## config.mk

```make
export PLATFORM = sky130hd
export DESIGN_NAME = mem_port_arbiter
export DESIGN_NICKNAME = d
export VERILOG_FILES = /design/src/rtl/mem_arb_pkg.sv /design/src/rtl/mem_arb_tag_pipe.sv /design/src/rtl/mem_port_arbiter.sv
export SDC_FILE = /design/constraint.sdc
export NUM_CORES = 1
export LEC_CHECK = 0
export CELL_PAD_IN_SITES_DETAIL_PLACEMENT = 1
export CELL_PAD_IN_SITES_GLOBAL_PLACEMENT = 1
export CORE_AREA = 2 2 119 121
export CTS_CLUSTER_SIZE = 14
export DETAILED_ROUTE_END_ITERATION = 8
export DIE_AREA = 0 0 121 123
export DONT_BUFFER_PORTS = 1
export MAX_ROUTING_LAYER = met4
export PLACE_DENSITY_LB_ADDON = 0.25
export SYNTH_ARGS = -nofsm -noshare
export SYNTH_HDL_FRONTEND = slang
export SYNTH_SLANG_ARGS = --single-unit
```

## constraint.sdc

```tcl
create_clock -name clk -period 1.7 [get_ports clk]
set_input_delay 0.085 -clock clk [delete_from_list [all_inputs] [get_ports clk]]
set_output_delay 0.085 -clock clk [all_outputs]
set_load 0.1 [all_outputs]
```

## src/rtl/mem_arb_pkg.sv

```systemverilog
// Shared types for the memory port arbiter: read-tag owner and tag record.
// Used by mem_port_arbiter and mem_arb_tag_pipe.
package mem_arb_pkg;

  typedef enum logic {
    OWN_IF,
    OWN_D
  } owner_t;

  typedef struct packed {
    logic   valid;
    owner_t owner;
  } rd_tag_t;

  localparam logic [2:0] F3_LW = 3'b010;

endpackage

```

## src/rtl/mem_arb_tag_pipe.sv

```systemverilog
// Fixed-depth shift register of read tags, one stage per cycle of memory read latency.
// Synchronous active-low clear drops every in-flight tag.
module mem_arb_tag_pipe
  import mem_arb_pkg::*;
#(
  parameter int READ_LATENCY = 1
) (
  input  logic    clk,
  input  logic    rst_n,
  input  rd_tag_t push_tag,
  output rd_tag_t tail_tag
);

  rd_tag_t stage_q [READ_LATENCY];

  always_ff @(posedge clk) begin
    if (!rst_n) begin
      for (int i = 0; i < READ_LATENCY; i++) begin
        stage_q[i] <= '0;
      end
    end else begin
      stage_q[0] <= push_tag;
      for (int i = 1; i < READ_LATENCY; i++) begin
        stage_q[i] <= stage_q[i-1];
      end
    end
  end

  assign tail_tag = stage_q[READ_LATENCY-1];

endmodule

```

## src/rtl/mem_port_arbiter.sv

```systemverilog
// Shares the single memory port between fetch and data; routes read returns by tag.
// Define MEM_ARB_ROUND_ROBIN_EN for round-robin instead of data priority + anti-starvation.
module mem_port_arbiter
  import mem_arb_pkg::*;
#(
  parameter int ADDR_W       = 32,
  parameter int DATA_W       = 32,
  parameter int READ_LATENCY = 1,
  parameter int STARVE_LIMIT = 4
) (
  input  logic              clk,
  input  logic              rst_n,
  input  logic              if_req,
  input  logic [ADDR_W-1:0] if_addr,
  output logic              if_gnt,
  output logic              if_rvalid,
  output logic [DATA_W-1:0] if_rdata,
  input  logic              d_req,
  input  logic              d_we,
  input  logic [2:0]        d_funct3,
  input  logic [ADDR_W-1:0] d_addr,
  input  logic [DATA_W-1:0] d_wdata,
  output logic              d_gnt,
  output logic              d_rvalid,
  output logic [DATA_W-1:0] d_rdata,
  output logic              write_mem,
  output logic [2:0]        funct3,
  output logic [ADDR_W-1:0] write_address,
  output logic [DATA_W-1:0] write_data,
  output logic [ADDR_W-1:0] read_address,
  input  logic [DATA_W-1:0] read_data
);

  logic    grant_if;
  logic    grant_d;
  rd_tag_t push_tag;
  rd_tag_t tail_tag;

`ifdef MEM_ARB_ROUND_ROBIN_EN
  // Set when fetch holds priority, i.e. data was granted most recently.
  logic prio_if_q;

  always_comb begin
    grant_d  = rst_n && d_req && (!if_req || !prio_if_q);
    grant_if = rst_n && if_req && !grant_d;
  end

  always_ff @(posedge clk) begin
    if (!rst_n) begin
      prio_if_q <= 1'b0;
    end else if (grant_d) begin
      prio_if_q <= 1'b1;
    end else if (grant_if) begin
      prio_if_q <= 1'b0;
    end
  end
`else
  localparam int CNT_W = $clog2(STARVE_LIMIT + 2);

  logic [CNT_W-1:0] starve_q;
  logic             starve_hit;

  assign starve_hit = (starve_q == CNT_W'(STARVE_LIMIT));

  always_comb begin
    grant_d  = rst_n && d_req && !(if_req && starve_hit);
    grant_if = rst_n && if_req && !grant_d;
  end

  always_ff @(posedge clk) begin
    if (!rst_n) begin
      starve_q <= '0;
    end else if (if_req && !grant_if) begin
      starve_q <= starve_q + 1'b1;
    end else begin
      starve_q <= '0;
    end
  end
`endif

  assign if_gnt = grant_if;
  assign d_gnt  = grant_d;

  always_comb begin
    write_mem     = 1'b0;
    funct3        = '0;
    write_address = '0;
    read_address  = '0;
    write_data    = '0;
    unique case (1'b1)
      grant_d: begin
        write_mem     = d_we;
        funct3        = d_funct3;
        write_address = d_addr;
        read_address  = d_addr;
        write_data    = d_wdata;
      end
      grant_if: begin
        funct3        = F3_LW;
        write_address = if_addr;
        read_address  = if_addr;
      end
      default: ;
    endcase
  end

  // Stores and idle cycles still advance the pipe as empty slots.
  always_comb begin
    push_tag.valid = grant_if || (grant_d && !d_we);
    push_tag.owner = grant_d ? OWN_D : OWN_IF;
  end

  mem_arb_tag_pipe #(
    .READ_LATENCY(READ_LATENCY)
  ) u_tag_pipe (
    .clk     (clk),
    .rst_n   (rst_n),
    .push_tag(push_tag),
    .tail_tag(tail_tag)
  );

  assign if_rvalid = rst_n && tail_tag.valid && (tail_tag.owner == OWN_IF);
  assign d_rvalid  = rst_n && tail_tag.valid && (tail_tag.owner == OWN_D);
  assign if_rdata  = if_rvalid ? read_data : '0;
  assign d_rdata   = d_rvalid ? read_data : '0;

endmodule
```

Word-level counts from Yosys, hierarchy flattened --
Memory sizes are Yosys's and may differ from the RTL's. Index checks and enable logic that the tools add are counted. Widths: inputs -> output; s select.
Cells by class: $add $sub $neg 1, eq/ne operators 1, muxes and demuxes 11, bitwise operators 1, reduce and logical (&&, ||, !) cells 17
Operators by type and width (count):
- $mux 32 | 3
- $pmux 32 s2 | 1
- $logic_and 1x1->1 | 10
- $pmux 3 s2 | 1
- $mux 1 | 5
- $logic_not 1->1 | 4
- $add 3x1->3 const B | 1
- $eq 3x3->1 const B | 1
- $mux 2 | 1
- $reduce_and 2->1 | 1
- $reduce_or 2->1 | 1
- $logic_or 1x1->1 | 1
- $not 1->1 | 1
Word-level totals: flip-flop bits (word level) 3, memory bits (writable) 2, input bits 136, output and inout bits 168, memories kept 1
Memory list:
- u_tag_pipe.stage_q | words 1, width 2, read ports 1, clocked after memory_dff 0, write ports 1, RTL line mem_arb_tag_pipe.sv:14 | rd_tag_t stage_q [READ_LATENCY];

Depth between registers and ports, before layout --
depth in word-level cells 9, mapped depth 7

Modules after synthesis --
From an unflattened synthesis, not the netlist that was laid out.
Unflattened totals: cell total of the unflattened synthesis 210, area total of the unflattened synthesis 1487.7 µm²
By module, submodules not included:
- mem_port_arbiter | times used 1, cells each 206, area each 1435.1 µm², sequential area each 60.1 µm²
- mem_arb_tag_pipe | times used 1, cells each 4, area each 52.6 µm², sequential area each 40.0 µm²

Least setup slack after synthesis --
No wires, ideal clock.
path type reg-to-output, start reg starve_q[0], end out write_address[12], arrival 2.520 ns, path slack -0.905 ns, stages on the path, launching flop included 8, path buffers 2, path through dfxtp_1 > inv_1 > ha_1 > nand2_1 > a21oi_4 > buf_4 > a22o_1 > buf_4
On the way: cells in the longest elaborated chain, start to end 7
RTL lines:
- start: declaration | RTL line mem_port_arbiter.sv:60 | logic [CNT_W-1:0] starve_q;
- start signal: assignment | RTL line mem_port_arbiter.sv:74 | starve_q <= starve_q + 1'b1;
- $eq 3x3->1 | RTL line mem_port_arbiter.sv:63 | assign starve_hit = (starve_q == CNT_W'(STARVE_LIMIT));
- $logic_and 1x1->1 | RTL line mem_port_arbiter.sv:66 | grant_d = rst_n && d_req && !(if_req && starve_hit);
- $logic_not 1->1 | RTL line mem_port_arbiter.sv:66
- $logic_and 1x1->1 | RTL line mem_port_arbiter.sv:66
- $logic_not 1->1 | RTL line mem_port_arbiter.sv:67 | grant_if = rst_n && if_req && !grant_d;
- $logic_and 1x1->1 | RTL line mem_port_arbiter.sv:67
- named net if_gnt | RTL line mem_port_arbiter.sv:15 | output logic if_gnt,
- $pmux 32 s2
- end: declaration | RTL line mem_port_arbiter.sv:28 | output logic [ADDR_W-1:0] write_address,
The timed path passes the listed nets, and every way through them passes these cells.

Final worst setup path --
start reg starve_q[0], end out read_address[20]
On the way: cells in the longest elaborated chain, start to end 7
RTL lines:
- $eq 3x3->1 * | RTL line mem_port_arbiter.sv:63
- $logic_and 1x1->1 * | RTL line mem_port_arbiter.sv:66
- $logic_not 1->1 * | RTL line mem_port_arbiter.sv:66
- $logic_and 1x1->1 * | RTL line mem_port_arbiter.sv:66
- $logic_not 1->1 | RTL line mem_port_arbiter.sv:67
- $logic_and 1x1->1 | RTL line mem_port_arbiter.sv:67
- $pmux 32 s2 * | RTL line mem_port_arbiter.sv:90 | unique case (1'b1)
- end: declaration | RTL line mem_port_arbiter.sv:30 | output logic [ADDR_W-1:0] read_address,
Every way passes the cells marked *; elsewhere a longest branch is shown, timed or not.

==> key figures <==
CTS
  – Later-pin clock latency in the skew report: ~0.23 ns
  – Clock transition at path regs: 0.03 ns
  – Number of CTS-inserted buffers: 3
  – H-tree depth: 1
  – Clock root buffer master: clkbuf_16
  – Max Buffers Root-to-Sink: 2
  – CTS tree: built
  – Clock Sinks: 5

Cells and area
  – Total of fill cells in the finished design: 1,407
  – Synth-to-Final Area Change: 221%
  – Post-Layout Cell Count: 499
  – Design area: 4910 um2
  – Final core utilization: 36.0%
  – Multi-input combinational cell area: 1470 um2
  – Nets: 458
  – # diodes: 0
  – Share of cells above drive strength 1: 80.6%
  – Register Area: 103 um2

Timing
  – RSZ-0062 raised after global routing: true
  – Worst slew pin tran: 0.296 ns
  – Slew Limit Fails: 0
  – Final hold violations: 0
  – Hold slack: 0.00949 ns
  – Final WS setup: -0.0924 ns
  – Maximum clock frequency: 0.558 GHz
  – Max-slew headroom: 80.4%
  – Final min period: 1.79 ns
  – Final number of setup-violating endpoints: 80
  – Crit share post-route: 105%
  – Skew final: 0.000538 ns

Critical path
  – Worst EP required: around 1.6 ns
  – Critical Path Fanout Max: 11
  – Crit end category: primary output
  – WS Path Type: flip-flop to primary output
  – CP startpoint kind: flip-flop
  – Reg2Reg Setup Slack: a little over 0.3 ns
  – CP Data Arrival Time: approximately 1.7 ns

Power and ir drop
  – Maximum VDD drop: about 0.00028 V
  – Pwr dens: 531 nW/um2
  – Leak: 0.00213 uW

Floorplan
  – Starting density of the core: between 10% and 20%
  – Die Y: 123 um
  – Die area: 14,900 um2
  – Site Rows: 43
  – Placeable Area: 13,600 um2
  – Die X: roughly 120 um
  – Num ports: 304

Synth
  – Post-Syn Area: roughly 1500 um2
  – Synth area leaders: and2_1 (41%), buf_4 (17%), a22o_1 (13%)
  – Post-synth top area share: 40.6%
  – Synthesized instance count: between 200 and 250
  – Yosys cell types: 18
  – Syn nets: ~340
  – Register area share after synthesis: 6.56%
  – Cell taking the most area after synthesis: and2_1
  – Register bit total from synthesis: 5
  – Mapped Avg Cell Area: ~7.5 um2
  – Synth warnings: 0

GRT
  – GRT Residual Overflow: 0
  – Vias in the first global route: ~2,200
  – Gr usage total: 11.6%
  – Largest net degree at the start of global routing: 34
  – Initial antenna violation count: 0
  – First-pass GRT wire length: 12,900 um

Status
  – Failing checks: negative setup slack
  – Status: complete, but fails checks

Min path
  – Min-delay worst type: input pin to flip-flop

Drt
  – DRC Markers: 0
  – Via count: between 1,500 and 2,000
  – Drt wl/cell: 19.1 um
  – Final antenna-violating net count: 0
  – Drt pass-1 iters: 2
  – Vias/cell: between 3 and 4
  – Final wirelength: 9540 um
  – Detailed Route Iter0 Violations: 48

Place
  – Gp weighted congestion: 0.811
  – Placed cells: 477
  – Detailed placer's ending HPWL: 7330 um
  – Dpl cell area: roughly 4400 um2
  – I/O Buffers: 0
  – Place WS: 0.0805 ns

Flow run
  – Maxcap violations: 0
final timing paths:
check,endpoint,start,cells past startpoint
hold reg to reg,u_tag_pipe.stage_q[0][0],starve_q[2],1
setup reg to reg,u_tag_pipe.stage_q[0][1],starve_q[0],8
hold / removal,starve_q[2],if_req,1
setup / recovery,read_address[20],starve_q[0],8
area by class of cell:
type | instances | area share (%)
Multi-Input combinational cell | 148 | 30.0
Tap cell | 180 | 4.59
Timing Repair Buffer | 159 | 61.5
Clock buffer | 4 | 1.61
Inverter | 3 | 0.230
Sequential cell | 5 | 2.09
critical path: stages (launching register included):
cell and delay [ns]:
dfxtp_2 0.32, inv_2 0.07, ha_4 0.15, nand2_1 0.09
a21oi_4 0.16, buf_6 0.15, buf_12 0.15, a22o_4 0.15
buf_16 0.23
per-layer routing:
| metal | wire length, um | vias up | track usage (%) |
|---|---|---|---|
| met1 | 3080 | 897 | 11.7 |
| met3 | 930 | 4 | 2.58 |
| met4 | 55 | 0 | 1.74 |
| met5 | 0 | - | - |
| li1 | - | 874 | - |
| met2 | 5480 | 164 | 23.2 |
cell usage after synthesis (all sizes together):
cell and instances:
nand2 4, a21oi 1, inv 3, xor2 1, ha 2, nor2 1, a22o 32, buf 42
dfxtp 5, and2 99, and3 4, a31oi 2, a21o 2, clkbuf 6
metrics by stage:
| stage | power (uW) | TNS [ns] |
|---|---|---|
| 6_report | 2610 | -3.57 |
| 5_1_grt | 2670 | -8.66 |
| 4_1_cts | 2610 | -6.87 |
| 3_5_place_dp | 2120 | 0 |
| 3_3_place_gp | 2110 | 0 |
| 2_1_floorplan | 1710 | -1.42 |
where the power goes:
part | switching, uW | leakage, uW | internal, uW
combinational | 1410 | 0.00205 | 687
sequential | 2.72 | 0.0000419 | 123
clock | 76.1 | 0.0000382 | 311
total | 1490 | 0.00213 | 1120
what timing repair did:
action	4_1_cts	5_1_grt
hold buffers	1	0
gates resized for setup	40	8
endpoints found under the setup margin	96	102
hold endpoints to repair	1	0
cloned	6	3
pin swaps	31	11
buffers inserted	9	2
logic make-up (layout without fill, tap and decap cells):
| kind of cell | after synthesis | after routing | synth area share [%] |
|---|---|---|---|
| XOR/XNOR | 1 | 1 | 0.574 |
| AND/OR/NAND/NOR | 108 | 108 | 43.6 |
| buffers and inverters | 51 | 166 | 24.6 |
| adder cells (fa/ha/maj) | 2 | 2 | 1.64 |
| AO/OA/AOI/OAI | 37 | 37 | 23.0 |
| flip-flops | 5 | 5 | 6.56 |
registers in the layout, summed over array words and instances, names as in the netlist:
register / count
starve_q: 3
u_tag_pipe.stage_q: 2
cell usage in the layout, fill, tap and decap left out, drive strengths merged:
| master | count |
|---|---|
| a21o | 2 |
| a21oi | 1 |
| a22o | 32 |
| a31oi | 2 |
| and2 | 99 |
| and3 | 4 |
| buf | 155 |
| clkbuf | 7 |
| dfxtp | 5 |
| dlygate4sd3 | 1 |
| ha | 2 |
| inv | 3 |
| nand2 | 4 |
| nor2 | 1 |
| xor2 | 1 |
Note: power is estimated with default switching activity, not from simulation.
